**src/rtl/logic_analyzer_capture_encoder.sv**
```systemverilog
// Logic-analyzer front end: timestamps changes on 4 synchronized probe lines and streams 6-byte records.
// States: IDLE stopped | WAIT_TRIG waiting for trigger pattern (LA_CAPTURE_TRIGGER_EN only) | CAPTURE timestamping.
module logic_analyzer_capture_encoder #(
  parameter int SYNC_STAGES = 2
) (
  input  logic       clock,
  input  logic       reset_n,
  input  logic       arm,
  input  logic [3:0] sig,
  input  logic       fifo_full,
`ifdef LA_CAPTURE_TRIGGER_EN
  input  logic [3:0] trig_mask,
  input  logic [3:0] trig_value,
`endif
  output logic       data_strobe,
  output logic [7:0] data,
  output logic       overflow,
  output logic       capturing
);

`ifdef LA_CAPTURE_TRIGGER_EN
  typedef enum logic [1:0] {
    ST_IDLE      = 2'd0,
    ST_WAIT_TRIG = 2'd1,
    ST_CAPTURE   = 2'd2
  } state_t;
`else
  typedef enum logic [1:0] {
    ST_IDLE    = 2'd0,
    ST_CAPTURE = 2'd2
  } state_t;
`endif

  state_t      r_state;
  logic        r_capturing;
  logic        r_arm_d;
  logic [43:0] r_ts;
  logic [3:0]  r_sync [SYNC_STAGES];
  logic [3:0]  r_prev;

  logic        r_busy;
  logic [2:0]  r_idx;
  logic [47:0] r_rec;
  logic        r_pend_vld;
  logic [47:0] r_pend;
  logic        r_overflow;

  logic [3:0]  w_s_sync;
  logic        w_arm_rise;
  logic        w_rec_vld;
  logic [47:0] w_rec;
  logic        w_last;
  logic [7:0]  w_byte;

  always_ff @(posedge clock or negedge reset_n) begin
    if (!reset_n) begin
      for (int i = 0; i < SYNC_STAGES; i++) r_sync[i] <= 4'h0;
      r_prev <= 4'h0;
    end else begin
      r_sync[0] <= sig;
      for (int i = 1; i < SYNC_STAGES; i++) r_sync[i] <= r_sync[i-1];
      r_prev <= r_sync[SYNC_STAGES-1];
    end
  end

  assign w_s_sync   = r_sync[SYNC_STAGES-1];
  assign w_arm_rise = arm & ~r_arm_d;
  // ts is 0 both on entry and right after a wrap, so one term covers the initial record and the keepalive.
  assign w_rec_vld  = (r_state == ST_CAPTURE) & ((w_s_sync != r_prev) | (r_ts == 44'd0));
  assign w_rec      = {w_s_sync, r_ts};

  always_ff @(posedge clock or negedge reset_n) begin
    if (!reset_n) begin
      r_state     <= ST_IDLE;
      r_capturing <= 1'b0;
      r_arm_d     <= 1'b0;
      r_ts        <= 44'd0;
    end else begin
      r_arm_d <= arm;
      if (!arm) begin
        r_state     <= ST_IDLE;
        r_capturing <= 1'b0;
      end else begin
        unique case (r_state)
          ST_IDLE: begin
            if (!r_arm_d) begin
`ifdef LA_CAPTURE_TRIGGER_EN
              r_state     <= ST_WAIT_TRIG;
`else
              r_state     <= ST_CAPTURE;
              r_capturing <= 1'b1;
              r_ts        <= 44'd0;
`endif
            end
          end
`ifdef LA_CAPTURE_TRIGGER_EN
          ST_WAIT_TRIG: begin
            if ((w_s_sync & trig_mask) == (trig_value & trig_mask)) begin
              r_state     <= ST_CAPTURE;
              r_capturing <= 1'b1;
              r_ts        <= 44'd0;
            end
          end
`endif
          ST_CAPTURE: r_ts <= r_ts + 44'd1;
          default: begin
            r_state     <= ST_IDLE;
            r_capturing <= 1'b0;
          end
        endcase
      end
    end
  end

  assign w_last = r_busy & ~fifo_full & (r_idx == 3'd5);

  always_ff @(posedge clock or negedge reset_n) begin
    if (!reset_n) begin
      r_busy     <= 1'b0;
      r_idx      <= 3'd0;
      r_rec      <= 48'd0;
      r_pend_vld <= 1'b0;
      r_pend     <= 48'd0;
      r_overflow <= 1'b0;
    end else begin
      if (w_arm_rise)
        r_overflow <= 1'b0;
      else if (w_rec_vld && r_busy && r_pend_vld)
        r_overflow <= 1'b1;

      if (!r_busy) begin
        if (w_rec_vld) begin
          r_busy <= 1'b1;
          r_idx  <= 3'd0;
          r_rec  <= w_rec;
        end
      end else if (!fifo_full) begin
        if (r_idx == 3'd5) begin
          r_idx <= 3'd0;
          if (r_pend_vld) begin
            r_rec      <= r_pend;
            r_pend_vld <= 1'b0;
          end else if (w_rec_vld) begin
            // record lands as the serializer drains: go straight in, no gap
            r_rec <= w_rec;
          end else begin
            r_busy <= 1'b0;
          end
        end else begin
          r_idx <= r_idx + 3'd1;
        end
      end

      if (r_busy && w_rec_vld && !r_pend_vld && !w_last) begin
        r_pend     <= w_rec;
        r_pend_vld <= 1'b1;
      end
    end
  end

  always_comb begin
    w_byte = 8'h00;
    unique case (r_idx)
      3'd0:    w_byte = r_rec[47:40];
      3'd1:    w_byte = r_rec[39:32];
      3'd2:    w_byte = r_rec[31:24];
      3'd3:    w_byte = r_rec[23:16];
      3'd4:    w_byte = r_rec[15:8];
      3'd5:    w_byte = r_rec[7:0];
      default: w_byte = 8'h00;
    endcase
  end

  assign data_strobe = r_busy & ~fifo_full;
  assign data        = r_busy ? w_byte : 8'h00;
  assign overflow    = r_overflow;
  assign capturing   = r_capturing;

endmodule

```
**config.mk**
```make
export PLATFORM = sky130hd
export DESIGN_NAME = logic_analyzer_capture_encoder
export DESIGN_NICKNAME = d
export VERILOG_FILES = /design/src/rtl/logic_analyzer_capture_encoder.sv
export SDC_FILE = /design/constraint.sdc
export NUM_CORES = 1
export LEC_CHECK = 0
export CELL_PAD_IN_SITES_DETAIL_PLACEMENT = 1
export CELL_PAD_IN_SITES_GLOBAL_PLACEMENT = 2
export CORE_UTILIZATION = 35
export CTS_CLUSTER_SIZE = 40
export DETAILED_ROUTE_END_ITERATION = 8
export MAX_ROUTING_LAYER = met4
export PLACE_DENSITY_LB_ADDON = 0.2
export REMOVE_ABC_BUFFERS = 1
export SLEW_MARGIN = 20
export SYNTH_ARGS = -nofsm -noshare
export SYNTH_HDL_FRONTEND = slang
export SYNTH_SLANG_ARGS = --single-unit
```
**constraint.sdc**
```tcl
create_clock -name clock -period 3.5 [get_ports clock]
set_input_delay 0.7 -clock clock [delete_from_list [all_inputs] [get_ports clock]]
set_output_delay 0.7 -clock clock [all_outputs]
set_load 0.1 [all_outputs]
```
==> results.cfg <==
[cts]
cts_resized = 0
clockRootBuffer = clkbuf_16
clock-sinks = 160
cts_hold_buf = 0
numCtsBuffers = 17
cts_max_path_buffers = 2
worst_skew_pair.late_latency_ns = 0.43
cts_tree = yes
htree_levels = 4
clkTransAtPathRegs_ns = 0.07
cts_setup_buffers = 0

[finish]
drive_above_1_share_pct = 25.37
register_area_um2 = 4004
final_cell_mix = dfrtp_1 (160), nand2b_1 (53), o221a_2 (53), nor2_1 (34), a21oi_1 (26)
fill_cells = 2247
final_common_cell = dfrtp_1
multi_input_area_um2 = 3378
final_nets = 676
antennaDiodeCount = 0
synthToLayoutAreaGrowth_pct = 15.10

[run]
maxCapViolCount = 0

[timing]
setup_viol = 0
skew_ns = 0.01465
rsz0062_at_grt = no
finalHoldViolCount = 0
finalSetupTns_ns = 0
relSlewSlack_pct = 36.03
fin_crit_ns = 3.184
final-max-slew-violation-count = 0
fin_crit_sh_pct = 90.97
worst_pin_slew_ns = 0.9565
layout_setup_ws_ns = 0.3159
max_freq_mhz = 314.1

[synth]
synth_cell_type_count = 59
synthFlopType = dfrtp_1
synth-edff-count = 0
synth_seq_cells = 160
async_reset_ff_share_pct = 100.0
synthCells = 656
synth_area_per_cell_um2 = 11.70
synth_warnings = 0
ys_seq_area_share_pct = 52.19
syn_area_um2 = 7672

[grt]
antenna_found_initial = 0
grt-ovfl-total = 0
grtUsageTotal_pct = 22.07
grt_max_degree = 68
grt_pass1_wl_mm = 35.58
grt_pass1_vias = 5818

[placement]
place.port_buffers = 18
detailed_place_hpwl_mm = 15.39
place_ws_ns = 0.3501
place_congestion = 0.8377

[route]
antenna_left = 0
drc = 0
route.vias.total = 5561
drtIter0Drc = 342
post_drt_wl_per_cell_um = 23.50
vias_per_cell = 5.835
first_pass_iters = 4
wirelength_mm = 22.40

[critical_path]
required_ns = 2.80
critical_path_class = register to output pin
arrival_ns = 2.48
worstPathMaxFanout = 9
worst_setup_path_end_kind = output pin
start_kind = register

[die]
rows = 53
io-pin-count = 19
die_w_um = 150.1
die_y_um = 150.1
die_area_um2 = 22520
start_util_pct = 36.04
core_um2 = 21290

[pwr]
ir_drop_mv = 0.3322
powerDensity_nw_per_um2 = 777.6
power_uw = 6867
p_leak_uw = 0.003733

[min_path]
hp-class = input port to async pin

[outcome]
status = finished clean
where the power goes:
part | total, µW | leakage (µW) | switching [µW] | internal, µW
Clock | 1930 | 0.000300 | 898 | 1030
Combinational | 2390 | 0.00137 | 1390 | 1000
Sequential | 2550 | 0.00206 | 337 | 2210
Total | 6870 | 0.00373 | 2620 | 4240
final cells by class:
class	count	area share (%)
clock buffers	17	4.817
clock inverters	15	2.069
inverters	12	0.5101
multi-input cells	435	38.25
flip-flops and latches	160	45.34
well taps	275	3.896
repair buffers	39	5.115
metrics by stage:
stage	hold WS (ns)	cells	instance area (µm²)	utilization, %
after floorplan	0.3312	607	7418	-
final	0.2731	953	8831	41.49
after global placement	0.3329	921	8223	38.63
after CTS	0.2924	953	8831	41.49
after global routing	0.3125	953	8831	41.49
after detailed placement	0.3363	921	8223	38.63
cells in the mapped netlist, drive strengths merged (3+ instances only):
cell type  count  area, µm²
buf           25      163.9
nor4          18      118.9
nand2b        53      331.6
a22oi         16      120.1
nand2         21      78.83
nand4b         3      26.28
a21oi         26      130.1
o221a         53      596.8
and2           5      31.28
and4           6      52.55
a31o           3      26.28
nor2b          4      25.02
clkbuf        24      90.09
nor2          35      131.4
mux2          51      649.4
nand4         14      108.9
xor2          10      87.58
nand3b         3      22.52
dfrtp        160       4004
or3            8      50.05
o21ai         17      85.08
or4            9      71.32
a32oi          3      26.28
nor3           7      40.04
nand3         16      80.08
a31oi          3      18.77
xnor2         12      105.1
o31ai         11      96.34
inv           12      45.04
ha             3      37.54
and3           6      37.54
final timing paths:
check / startpoint / end / slack (ns) / depth (start not counted)
min in group clock: r_sync[6] / w_s_sync[2] / 0.35 / 0
worst max-delay path: r_idx[0] / data[0] / 0.32 / 6
worst max register to register: r_ts[2] / r_rec[3] / 0.68 / 6
worst min-delay path: reset_n / r_pend[12] / 0.27 / 1
max in group asynchronous: reset_n / r_rec[18] / 2.40 / 2
worst min register to register: r_sync[6] / w_s_sync[2] / 0.35 / 0
sequential cells by signal (all words and copies together), names as in the netlist:
name	flops
r_prev	4
r_pend	48
r_busy	1
r_arm_d	1
r_idx	3
r_pend_vld	1
r_ts	44
overflow	1
w_s_sync	4
r_rec	48
capturing	1
r_sync	4
critical path, stage by stage (launching register included):
cell and delay [ns]:
dfrtp_1 0.37, and2_1 0.15, ha_1 0.32, nand2b_1 0.21, o21ai_1 0.55, nor2_1 0.22
buf_12 0.23
per-layer routing:
metal	global-route usage [%]	up-vias	part of all wire [%]	wire length, µm
li1	-	2481	-	-
met1	30.18	2957	48	10860
met2	32.99	92	46	10400
met3	3.811	31	2.6	588
met4	7.424	0	2.5	550
met5	-	-	0	0
logic make-up (layout without fill, tap and decap cells):
group	count (synthesis)	count (layout)	synth area share [%]
adders and majority gates	3	3	0.4893
DFF	160	160	52.19
and+or+nand+nor	212	212	16.15
muxes	54	54	9.018
AOI/OAI and AO/OA	144	144	15.75
xor gates and xnor gates	22	22	2.511
buffers and inverters	61	83	3.897
Note: power is estimated with default switching activity, not from simulation.
